[src/rtl/fazyrv_pkg.sv]
// Shared types and helpers for the chunk-serial FazyRV datapath stages.
package fazyrv_pkg;

    typedef enum logic [1:0] {
        StIdle,
        StRun,
        StWaitRes,
        StDone
    } rf_seq_state_t;

    localparam logic [4:0] REG_ZERO = 5'd0;

    function automatic int unsigned chunks(input int unsigned chunksize);
        return 32 / chunksize;
    endfunction

endpackage

[src/rtl/fazyrv_chunk_cnt.sv]
// Chunk position counter: counts enabled cycles modulo N and flags first/last chunk.
module fazyrv_chunk_cnt #(
    parameter int unsigned N = 16
) (
    input  logic clk_i,
    input  logic rst_in,
    input  logic clr_i,
    input  logic en_i,
    output logic first_o,
    output logic last_o
);

    localparam int unsigned CW = (N > 1) ? $clog2(N) : 1;

    logic [CW-1:0] r_cnt;

    always_ff @(posedge clk_i or negedge rst_in) begin
        if (!rst_in) begin
            r_cnt <= '0;
        end else if (clr_i) begin
            r_cnt <= '0;
        end else if (en_i) begin
            // Wrap explicitly so the count never leaves 0..N-1.
            r_cnt <= last_o ? '0 : r_cnt + 1'b1;
        end
    end

    assign first_o = (r_cnt == '0);
    assign last_o  = (r_cnt == CW'(N - 1));

endmodule

[src/rtl/fazyrv_rf_seq.sv]
// Register-file chunk sequencer: operand shift strobes, rd write enables and
// LSB/MSB chunk flags, plus a destination-only result phase for ccx instructions.
module fazyrv_rf_seq
    import fazyrv_pkg::*;
#(
    parameter int unsigned CHUNKSIZE = 2
) (
    input  logic       clk_i,
    input  logic       rst_in,
    input  logic       start_i,
    output logic       ready_o,
    input  logic       ccx_i,
    input  logic       wr_i,
    input  logic [4:0] rs1_i,
    input  logic [4:0] rs2_i,
    input  logic [4:0] rd_i,
    input  logic       stall_i,
    input  logic       res_vld_i,
    output logic [4:0] rs1_o,
    output logic [4:0] rs2_o,
    output logic [4:0] rd_o,
    output logic       shft_o,
    output logic       shft_rd_o,
    output logic       we_o,
    output logic       lsb_o,
    output logic       msb_o,
    output logic       done_o
);

    localparam int unsigned N = chunks(CHUNKSIZE);

    if ((CHUNKSIZE != 1) && (CHUNKSIZE != 2) && (CHUNKSIZE != 4) && (CHUNKSIZE != 8))
    begin : g_bad_chunksize
        $error("fazyrv_rf_seq: CHUNKSIZE must be 1, 2, 4 or 8");
    end

    rf_seq_state_t r_state;
    logic          r_ccx;
    logic          r_wr;
    logic [4:0]    r_rs1;
    logic [4:0]    r_rs2;
    logic [4:0]    r_rd;

    logic w_accept;
    logic w_run;
    logic w_wait;
    logic w_strobe;
    logic w_rd_live;
    logic w_first;
    logic w_last;

    assign w_accept  = start_i & (r_state == StIdle);
    assign w_run     = (r_state == StRun);
    assign w_wait    = (r_state == StWaitRes);
    assign w_rd_live = r_wr & (r_rd != REG_ZERO);

    fazyrv_chunk_cnt #(
        .N (N)
    ) u_cnt (
        .clk_i   (clk_i),
        .rst_in  (rst_in),
        .clr_i   (w_accept),
        .en_i    (w_strobe),
        .first_o (w_first),
        .last_o  (w_last)
    );

    // Operand phase writes rd directly only for non-ccx ops; ccx results
    // arrive later and are written during the destination-only phase.
    assign shft_o    = w_run & ~stall_i;
    assign shft_rd_o = w_wait & res_vld_i;
    assign w_strobe  = shft_o | shft_rd_o;
    assign we_o      = (shft_o & w_rd_live & ~r_ccx) | (shft_rd_o & w_rd_live);
    assign lsb_o     = w_strobe & w_first;
    assign msb_o     = w_strobe & w_last;

    assign ready_o = (r_state == StIdle);
    assign done_o  = (r_state == StDone);
    assign rs1_o   = r_rs1;
    assign rs2_o   = r_rs2;
    assign rd_o    = r_rd;

    always_ff @(posedge clk_i or negedge rst_in) begin
        if (!rst_in) begin
            r_state <= StIdle;
            r_ccx   <= 1'b0;
            r_wr    <= 1'b0;
            r_rs1   <= '0;
            r_rs2   <= '0;
            r_rd    <= '0;
        end else begin
            unique case (r_state)
                StIdle: begin
                    if (start_i) begin
                        r_ccx   <= ccx_i;
                        r_wr    <= wr_i;
                        r_rs1   <= rs1_i;
                        r_rs2   <= rs2_i;
                        r_rd    <= rd_i;
                        r_state <= StRun;
                    end
                end
                StRun: begin
                    if (shft_o && w_last) begin
                        r_state <= r_ccx ? StWaitRes : StDone;
                    end
                end
                StWaitRes: begin
                    if (shft_rd_o && w_last) begin
                        r_state <= StDone;
                    end
                end
                StDone: begin
                    r_state <= StIdle;
                end
                default: begin
                    r_state <= StIdle;
                end
            endcase
        end
    end

endmodule

[config.mk]
export PLATFORM = sky130hd
export DESIGN_NAME = fazyrv_rf_seq
export DESIGN_NICKNAME = d
export VERILOG_FILES = /design/src/rtl/fazyrv_pkg.sv /design/src/rtl/fazyrv_chunk_cnt.sv /design/src/rtl/fazyrv_rf_seq.sv
export SDC_FILE = /design/constraint.sdc
export NUM_CORES = 1
export LEC_CHECK = 0
export ABC_AREA = 1
export BUFFER_PORTS_ARGS = -buffer_cell sky130_fd_sc_hd__buf_4
export CAP_MARGIN = 15
export CORE_UTILIZATION = 47
export CTS_CLUSTER_DIAMETER = 50
export DETAILED_ROUTE_END_ITERATION = 6
export PLACE_DENSITY_LB_ADDON = 0.25
export SYNTH_ARGS = -nofsm -noshare
export SYNTH_HDL_FRONTEND = slang
export SYNTH_SLANG_ARGS = --single-unit
[constraint.sdc]
create_clock -name clk_i -period 1.65 [get_ports clk_i]
set_input_delay 0.0825 -clock clk_i [delete_from_list [all_inputs] [get_ports clk_i]]
set_output_delay 0.0825 -clock clk_i [all_outputs]
set_load 0.01 [all_outputs]
==> impl_metrics.yaml, run 1 <==
timing:
  rsz0062_at_grt: "yes"
  maxSlewViolCount: 0
  final-setup-viol-count: 0
  fin_crit_sh_pct: 98.2
  tightest_slew_ps: 284
  clock_skew_ps: 8.65
  fmax_ghz: 0.617
  period_minus_slack_ps: 1620
  hold_viol_final: 0
  relSlewSlack_pct: 81.0
routing:
  vias: 1155
  detail-route-antenna-nets: 0
  via_per_inst: 4.83
  drt_iter0_drc: 17
  drc_errors: 0
  drt_pass1_iterations: 4
  wl_per_cell_um: 12.1
  finalWirelength_um: 2890
clock_tree:
  cts_tree: "done"
  clk_pin_slew_ps: 130
  clock-root-buffer: "clkbuf_4"
  clkSinkCount: 23
  numCtsBuffers: 3
  clkLatencyLatePin_ps: 310
  clock_path_buffers: 2
  htree_levels: 1
setup_path:
  path_class: "reg -> out"
  endpoint_kind: "output port"
  startpoint_type: "flip-flop"
  cp.arrival_ps: 1540
  cp_max_fo: 5
  crit_required_ps: 1570
finish:
  final_nets: 241
  final_common_cell: "nand2_1"
  final_cells: 239
  diodes: 0
  layout_common_cells: "nand2_1 (57), buf_4 (54), dfrtp_1 (23)"
  regArea_um2: 576
  area_growth_pct: 60.7
  nFillCells: 154
  multi_input_area_um2: 533
  final_util_pct: 81.2
  drive_gt1_share_pct: 36.0
placement:
  place_hpwl_um: 1910
  dp_cells: 205
  io_buffers: 43
  gp_congestion: 0.888
job:
  max-cap-violations: 0
global_routing:
  grt_pass1_wl_um: 4600
  grt.total_usage_pct: 23.6
  grt_overflow: 0
  antenna_found_initial: 0
  grt_max_degree: 24
  grt_pass1_vias: 1086
pwr:
  vdd_ir_drop_max_uv: 1140
  p_leak_nw: 1.01
  powerDensity_mw_per_mm2: 1600
floorplan:
  core_region_area_mm2: 0.00225
  row_count: 17
  design.die.area_mm2: 0.00263
  fp.dieH_um: 51.2
  start_util_pct: 50.6
  die_w_um: 51.2
  io_pins: 44
synthesis:
  yosysTopAreaCell: "dfrtp_1"
  synth_top_area_share_pct: 50.5
  netlist_area_mm2: 0.00114
  synthDistinctLibCells: 21
  synth_fa_ha_area_share_pct: 7.68
  synth_fp_nets: 165
  yosys.area_share.xor_xnor_pct: 0.768
  syn_area_per_cell_um2: 8.38
  yosys.area_share.simple_pct: 29.6
  synthMuxAreaShare_pct: 0
  synth_top_family_by_area: "simple AND/OR/NAND/NOR gates"
  synth_area_leaders: "dfrtp_1 (50%), nand2_1 (19%), ha_1 (7.7%), inv_1 (4.0%), nand3_1 (3.5%)"
  syn_inst: 136
  seq_area_frac_synth_pct: 50.5
  synth_compound_area_share_pct: 4.72
  ys.warnings.count: 0
  ys_seq_elements: 23
hold_path:
  holdCritPathClass: "in -> async"
run_status:
  status: "finished, final reports clean"
[sequential cells by signal, summed over array words and instances (netlist names)]
| register | count |
|---|---|
| rd_o | 5 |
| rs2_o | 5 |
| u_cnt.r_cnt | 4 |
| r_ccx | 1 |
| rs1_o | 5 |
| r_state | 2 |
| r_wr | 1 |
[through the flow]
step	TNS, ps	total power [mW]	worst slack [ps]	hold WS, ps	area [um^2]
final	0	2.94	30.3	184	1830
after global routing	-41.5	3.15	-41.5	199	1830
after CTS	0	2.80	6.75	178	1760
after detailed placement	0	2.34	144	-7.85	1480
after global placement	0	2.28	257	-15.4	1480
after floorplan	0	1.78	350	-213	1140
[critical path, cell delays in order (launching register included)]
cell and delay [ps]:
dfrtp_1 440, inv_2 120, ha_4 150, nand2_4 60, nand2_4 80, o211ai_1 100
a21oi_1 150, buf_4 140
[synthesized netlist by cell type, drive strengths merged]
| cell | instances |
|---|---|
| nand2 | 63 |
| dfrtp | 23 |
| inv | 14 |
| nand3 | 9 |
| ha | 7 |
| nand4 | 4 |
| o21ai | 4 |
| buf | 3 |
| nor2 | 3 |
| a21oi | 2 |
| nor3 | 1 |
| o211ai | 1 |
| o22ai | 1 |
| xor2 | 1 |
[what timing repair did]
action / 4_1_cts / 5_1_grt
resized for setup: 12 / 2
hold buffers: 18 / 0
endpoints found under the setup margin: 3 / 1
endpoints found under the hold margin: 40 / 0
buffers inserted: 4 / 8
pin swaps: 2 / 6
gates cloned: 0 / 0
[report_power, final]
part           switching (mW)  total, mW  internal [mW]
Clock                   0.165      0.255         0.0904
Combinational           0.849       1.68          0.827
Sequential              0.188       1.00          0.816
[layout make-up]
type                            instances  area share, %
Clock inverter                          1          0.273
Inverter                               14           2.87
Timing Repair Buffer                   74           33.2
Tap cell                               28           1.91
Clock buffer                            3           1.23
Sequential cell                        23           31.4
Multi-Input combinational cell         96           29.1
[metal layers]
metal | global-route usage, % | part of all wire, %
met4 | 6.76 | 0.35
met3 | 1.79 | 3.7
met1 | 28.5 | 43
met2 | 44.3 | 53
met5 | 0 | 0
[kinds of logic (layout without fill, tap and decap cells)]
logic type | after synthesis | count (layout)
and+or+nand+nor | 80 | 80
buffers and inverters | 17 | 92
xor gates and xnor gates | 1 | 1
DFF | 23 | 23
AOI/OAI and AO/OA | 8 | 8
adders and majority gates | 7 | 7
[final timing paths]
check	from	endpoint	slack (ps)	depth (start not counted)
setup / recovery	r_state[0]$_DFFE_PN0P_	we_o	30	7
hold / removal	rst_in	rd_o[2]$_DFFE_PN0P_	180	2
setup reg to reg	r_state[0]$_DFFE_PN0P_	rs2_o[1]$_DFFE_PN0P_	190	6
hold reg to reg	rs1_o[2]$_DFFE_PN0P_	rs1_o[2]$_DFFE_PN0P_	500	2
max in group asynchronous	rst_in	u_cnt.r_cnt[2]$_DFFE_PN0P_	1240	2
min in group clk_i	start_i	rs1_o[2]$_DFFE_PN0P_	190	4
Note: power is estimated with default switching activity, not from simulation.
==> inputs of run 2 (changes only) <==
--- a/config.mk
+++ b/config.mk
@@ -8,7 +8,9 @@
 export ABC_AREA = 1
 export BUFFER_PORTS_ARGS = -buffer_cell sky130_fd_sc_hd__buf_4
 export CAP_MARGIN = 15
-export CORE_UTILIZATION = 47
+export CELL_PAD_IN_SITES_DETAIL_PLACEMENT = 2
+export CELL_PAD_IN_SITES_GLOBAL_PLACEMENT = 2
+export CORE_UTILIZATION = 26
 export CTS_CLUSTER_DIAMETER = 50
 export DETAILED_ROUTE_END_ITERATION = 6
 export PLACE_DENSITY_LB_ADDON = 0.25
==> run 2 against run 1 <==
  * Flip-flop and latch count is the same
  * Highest routed layer unchanged
  * Sequential share of layout area grew 3.0 points
  * Sequential power is essentially flat
  * Combinational power shrank 4%
  * Global-route usage shrank 7.9 points
  * Worst hold slack lost 170 ps
  * Critical path type unchanged
  * Largest power group unchanged
  * Wire length grew 21%
  * Largest cell class is now registers
  * Clock power grew 36%
  * First-iteration DRC count shrank 24%
==> impl_metrics.yaml, run 2 (synthesis results as in run 1) <==
floorplan:
  design.die.area_mm2: 0.00465
  fp.dieH_um: 68.2
  start_util_pct: 27.7
  die_w_um: 68.2
  row_count: 23
  io_pins: 44
  core_region_area_mm2: 0.00412
placement:
  dp_cells: 227
  dpl-instance-area_mm2: 0.00151
  gp_congestion: 0.788
  post-place-ws_ps: 190
  io_buffers: 43
  place_hpwl_um: 2580
setup_path:
  path_class: "reg -> out"
  crit_required_ps: 1570
  cp.arrival_ps: 1480
  startpoint_type: "flip-flop"
  endpoint_kind: "output port"
  cp_max_fo: 3
finish:
  regArea_um2: 577
  layout_common_cells: "nand2_1 (57), buf_4 (51), dfrtp_1 (22)"
  final_cells: 240
  final_cell_area_mm2: 0.00168
  final_util_pct: 40.7
  final_common_cell: "nand2_1"
  drive_gt1_share_pct: 37.9
  nFillCells: 472
  final_nets: 220
  multi_input_area_um2: 533
  area_growth_pct: 47.1
  diodes: 0
timing:
  fin_crit_sh_pct: 94.9
  clock_skew_ps: 1.17
  tightest_slew_ps: 302
  rsz0062_at_grt: "yes"
  hold_slack_ps: 12.7
  setup_slack_ps: 83.6
  period_minus_slack_ps: 1570
  hold_viol_final: 0
  setup-tns-final_ps: 0
  fmax_ghz: 0.638
  maxSlewViolCount: 0
  relSlewSlack_pct: 79.8
  final-setup-viol-count: 0
routing:
  drt_iter0_drc: 13
  drt_pass1_iterations: 3
  vias: 1098
  wl_per_cell_um: 14.6
  detail-route-antenna-nets: 0
  finalWirelength_um: 3500
  drc_errors: 0
  via_per_inst: 4.58
clock_tree:
  htree_levels: 1
  clkLatencyLatePin_ps: 260
  numCtsBuffers: 3
  clock_path_buffers: 2
  cts_tree: "done"
  clkSinkCount: 23
  clock-root-buffer: "clkbuf_8"
  clk_pin_slew_ps: 80
job:
  max-cap-violations: 0
global_routing:
  grt.total_usage_pct: 15.7
  antenna_found_initial: 0
  grt_max_degree: 24
  grt_pass1_wl_um: 5260
  grt_overflow: 0
  grt_pass1_vias: 1177
pwr:
  vdd_ir_drop_max_uv: 538
  powerDensity_mw_per_mm2: 1780
  p_leak_nw: 0.923
  total_power_mw: 2.98
run_status:
  status: "finished, final reports clean"
hold_path:
  holdCritPathClass: "in -> reg"
-- run 2: routing by layer --
metal  vias to the layer above  share of wire [%]  global-route usage (%)
met3                         2                4.5                    5.00
li1                        528                  -                       -
met4                         0               0.49                    3.13
met2                        22                 53                    28.3
met5                         -                  0                       0
met1                       546                 42                    17.9
-- run 2: area by class of cell --
cell class / instances / area share (%)
Clock buffer: 4 / 2.69
Inverter: 14 / 3.28
Multi-Input combinational cell: 96 / 31.8
Sequential cell: 23 / 34.4
Tap cell: 50 / 3.73
Timing Repair Buffer: 53 / 24.1
-- run 2: path summary, 6_finish.rpt --
kind | start | cells after the start | slack [ps] | to
hold / removal | rs2_i[4] | 3 | 10 | rs2_o[4]$_DFFE_PN0P_
setup / recovery | r_state[1]$_DFFE_PN0P_ | 7 | 80 | we_o
hold reg to reg | r_wr$_DFFE_PN0P_ | 2 | 500 | r_wr$_DFFE_PN0P_
max in group asynchronous | rst_in | 2 | 1150 | r_state[0]$_DFFE_PN0P_
min in group asynchronous | rst_in | 2 | 250 | rs1_o[1]$_DFFE_PN0P_
setup reg to reg | r_state[0]$_DFFE_PN0P_ | 7 | 280 | r_state[0]$_DFFE_PN0P_
-- run 2: timing repair --
item | CTS | global route
resized for setup | 7 | 8
endpoints found under the hold margin | 23 | 0
setup buffers | 4 | 4
gates cloned | 0 | 0
setup endpoints to repair | 1 | 1
pin swaps | 3 | 6
hold buffers | 1 | 0
-- run 2: power breakdown --
group / total [mW] / internal (mW) / switching [mW] / leakage, nW
Clock: 0.346 / 0.172 / 0.174 / 0.0228
Combinational: 1.62 / 0.750 / 0.865 / 0.612
Sequential: 1.02 / 0.821 / 0.196 / 0.288
Total: 2.98 / 1.74 / 1.24 / 0.923
-- run 2: worst max-delay path: stages (launching register included) --
cell	delay, ps
dfrtp_1	420
buf_6	130
ha_4	160
nand2_4	70
inv_2	40
o211ai_1	180
a21oi_1	70
buf_4	150
==> inputs of run 3 (changes only) <==
--- a/config.mk
+++ b/config.mk
@@ -10,10 +10,11 @@
 export CAP_MARGIN = 15
 export CELL_PAD_IN_SITES_DETAIL_PLACEMENT = 2
 export CELL_PAD_IN_SITES_GLOBAL_PLACEMENT = 2
-export CORE_UTILIZATION = 26
+export CORE_UTILIZATION = 27
 export CTS_CLUSTER_DIAMETER = 50
 export DETAILED_ROUTE_END_ITERATION = 6
 export PLACE_DENSITY_LB_ADDON = 0.25
 export SYNTH_ARGS = -nofsm -noshare
 export SYNTH_HDL_FRONTEND = slang
+export SYNTH_HIERARCHICAL = 1
 export SYNTH_SLANG_ARGS = --single-unit
==> constraint.sdc (replaced) <==
create_clock -name clk_i -period 1.65 [get_ports clk_i]
set_input_delay 0 -clock clk_i [delete_from_list [all_inputs] [get_ports clk_i]]
set_output_delay 0 -clock clk_i [all_outputs]
set_load 0.01 [all_outputs]
==> run 3 against run 2 <==
  * Non-clock buffer count grew 10
  * Register-to-register slack worse by 150 ps
  * Worst hold slack better by 150 ps
  * Setup slack improved by 42 ps
  * Design area is 8.2% higher
  * Utilization rose by 3.0 points
  * Final cell count increased by 9.2%
==> impl_metrics.yaml, run 3 <==
run_status:
  status: "finished, final reports clean"
clock_tree:
  clkSinkCount: 23
  cts_tree: "done"
  clock-root-buffer: "clkbuf_8"
  clkLatencyLatePin_ps: 260
  htree_levels: 1
  numCtsBuffers: 3
  clk_pin_slew_ps: 90
  clock_path_buffers: 2
setup_path:
  endpoint_kind: "flip-flop"
  crit_path_top_delay_cell: "dfrtp_2"
  path_class: "reg -> reg"
  critPathTopFamily: "flip-flops"
  cp_max_fo: 21
  slowest_delay_ps: 460
  path_cells: "inv_2, ha_1, nand2_4, inv_6, nor2_1, a22o_1"
  path_buf_inv: 2
  cp.arrival_ps: 1680
  crit_required_ps: 1800
  startpoint_type: "flip-flop"
synthesis:
  synthDistinctLibCells: 23
  synth_fp_nets: 176
  synth_area_leaders: "dfrtp_1 (48%), nand2_1 (21%), ha_1 (7.3%), inv_1 (4.4%), nor2_1 (2.2%)"
  yosysTopAreaCell: "dfrtp_1"
  ys.warnings.count: 6
  ys_seq_elements: 23
  async_flop_share_pct: 100
  synth_flop_cell: "dfrtp_1"
  yosysMostFrequentCell: "nand2_1"
  synth_top_area_share_pct: 48.0
  syn_inst: 147
  seq_area_frac_synth_pct: 48.0
  synth_top_cells_by_count: "nand2_1 (68), dfrtp_1 (23), inv_1 (14)"
  netlist_area_mm2: 0.00120
  syn_area_per_cell_um2: 8.15
  synth_edf_count: 0
pwr:
  vdd_ir_drop_max_uv: 604
  powerDensity_mw_per_mm2: 1600
  total_power_mw: 2.89
  p_leak_nw: 0.993
finish:
  final_nets: 242
  area_growth_pct: 51.4
  layout_common_cells: "nand2_1 (67), buf_4 (45), dfrtp_1 (22)"
  regArea_um2: 577
  diodes: 0
  drive_gt1_share_pct: 30.2
  nFillCells: 493
  final_cell_area_mm2: 0.00181
  final_common_cell: "nand2_1"
  multi_input_area_um2: 542
global_routing:
  antenna_found_initial: 0
  grt.total_usage_pct: 17.4
  grt_max_degree: 24
  grt_pass1_wl_um: 5950
  grt_pass1_vias: 1291
  grt_overflow: 0
timing:
  relSlewSlack_pct: 79.5
  fin_crit_sh_pct: 92.4
  fmax_ghz: 0.656
  period_minus_slack_ps: 1520
  tightest_slew_ps: 307
  clock_skew_ps: 2.01
  setup_slack_ps: 125
  final-setup-viol-count: 0
  hold_slack_ps: 164
  maxSlewViolCount: 0
  hold_viol_final: 0
placement:
  gp_congestion: 0.716
  place_hpwl_um: 2670
  dpl-instance-area_mm2: 0.00156
  post-place-ws_ps: 93.7
  io_buffers: 43
routing:
  drt_pass1_iterations: 4
  drc_errors: 0
  drt_iter0_drc: 22
  vias: 1178
  via_per_inst: 4.50
  finalWirelength_um: 3840
  wl_per_cell_um: 14.6
  detail-route-antenna-nets: 0
floorplan:
  core_region_area_mm2: 0.00414
  row_count: 23
  fp.dieH_um: 68.6
  die_w_um: 68.6
  design.die.area_mm2: 0.00471
  io_pins: 44
  start_util_pct: 28.9
hold_path:
  holdCritPathClass: "in -> reg"
job:
  max-cap-violations: 0
[run 3: cell families (layout without fill, tap and decap cells)]
logic type	after synthesis	after routing	share of synthesized area (%)
flip-flops	23	23	48.0
buffers and inverters	19	84	8.04
adder cells (fa/ha/maj)	7	7	7.31
AO/OA/AOI/OAI	8	8	4.07
AND/OR/NAND/NOR	90	90	32.6
[run 3: layout make-up]
class	count	share of cell area [%]
multi-input cells	105	29.9
well taps	50	3.45
repair buffers	63	28.6
flip-flops and latches	23	31.8
inverters	17	3.79
clock buffers	3	2.28
clock inverters	1	0.276
[run 3: worst paths after layout]
path	start	end	slack, ps	cells after the start
max	r_state[0]$_DFFE_PN0P_	u_cnt/r_cnt[1]$_DFFE_PN0P_	130	6
min	start_i	rs1_o[1]$_DFFE_PN0P_	160	5
max reg2reg	r_state[0]$_DFFE_PN0P_	u_cnt/r_cnt[1]$_DFFE_PN0P_	130	6
min reg2reg	rs2_o[3]$_DFFE_PN0P_	rs2_o[3]$_DFFE_PN0P_	490	2
max in group asynchronous	rst_in	r_state[0]$_DFFE_PN0P_	1220	2
min in group asynchronous	rst_in	u_cnt/r_cnt[1]$_DFFE_PN0P_	170	2
[run 3: tightest hold or removal path, cell delays in order]
cell and delay, ps:
buf_4 130, nand2_4 80, inv_6 80, nand2_2 60
nand2_1 40
[run 3: what timing repair did]
action | CTS | global route
cloned | 0 | 0
buffers inserted | 1 | 0
resized for setup | 1 | 5
endpoints found under the hold margin | 40 | 0
hold buffers | 18 | 0
endpoints found under the setup margin | 1 | 4
[run 3: report_power, final]
group	total, mW	internal (mW)	switching (mW)
clock network	0.355	0.168	0.187
registers	1.04	0.819	0.217
logic	1.50	0.673	0.830
total	2.89	1.66	1.23
[run 3: through the flow]
step / TNS [ps] / std cells / utilization, %
after floorplan: 0 / 147 / -
after global placement: 0 / 239 / 37.7
after detailed placement: 0 / 239 / 37.7
after CTS: 0 / 262 / 43.4
after global routing: -0.234 / 262 / 43.8
final: 0 / 262 / 43.8
[run 3: per-layer routing]
metal / vias up / part of all wire (%) / GRT usage [%]
met1: 582 / 41 / 19.0
met5: - / 0 / 0
met2: 19 / 57 / 35.0
met4: 0 / 0.50 / 3.13
met3: 2 / 2.3 / 2.47
li1: 575 / - / -
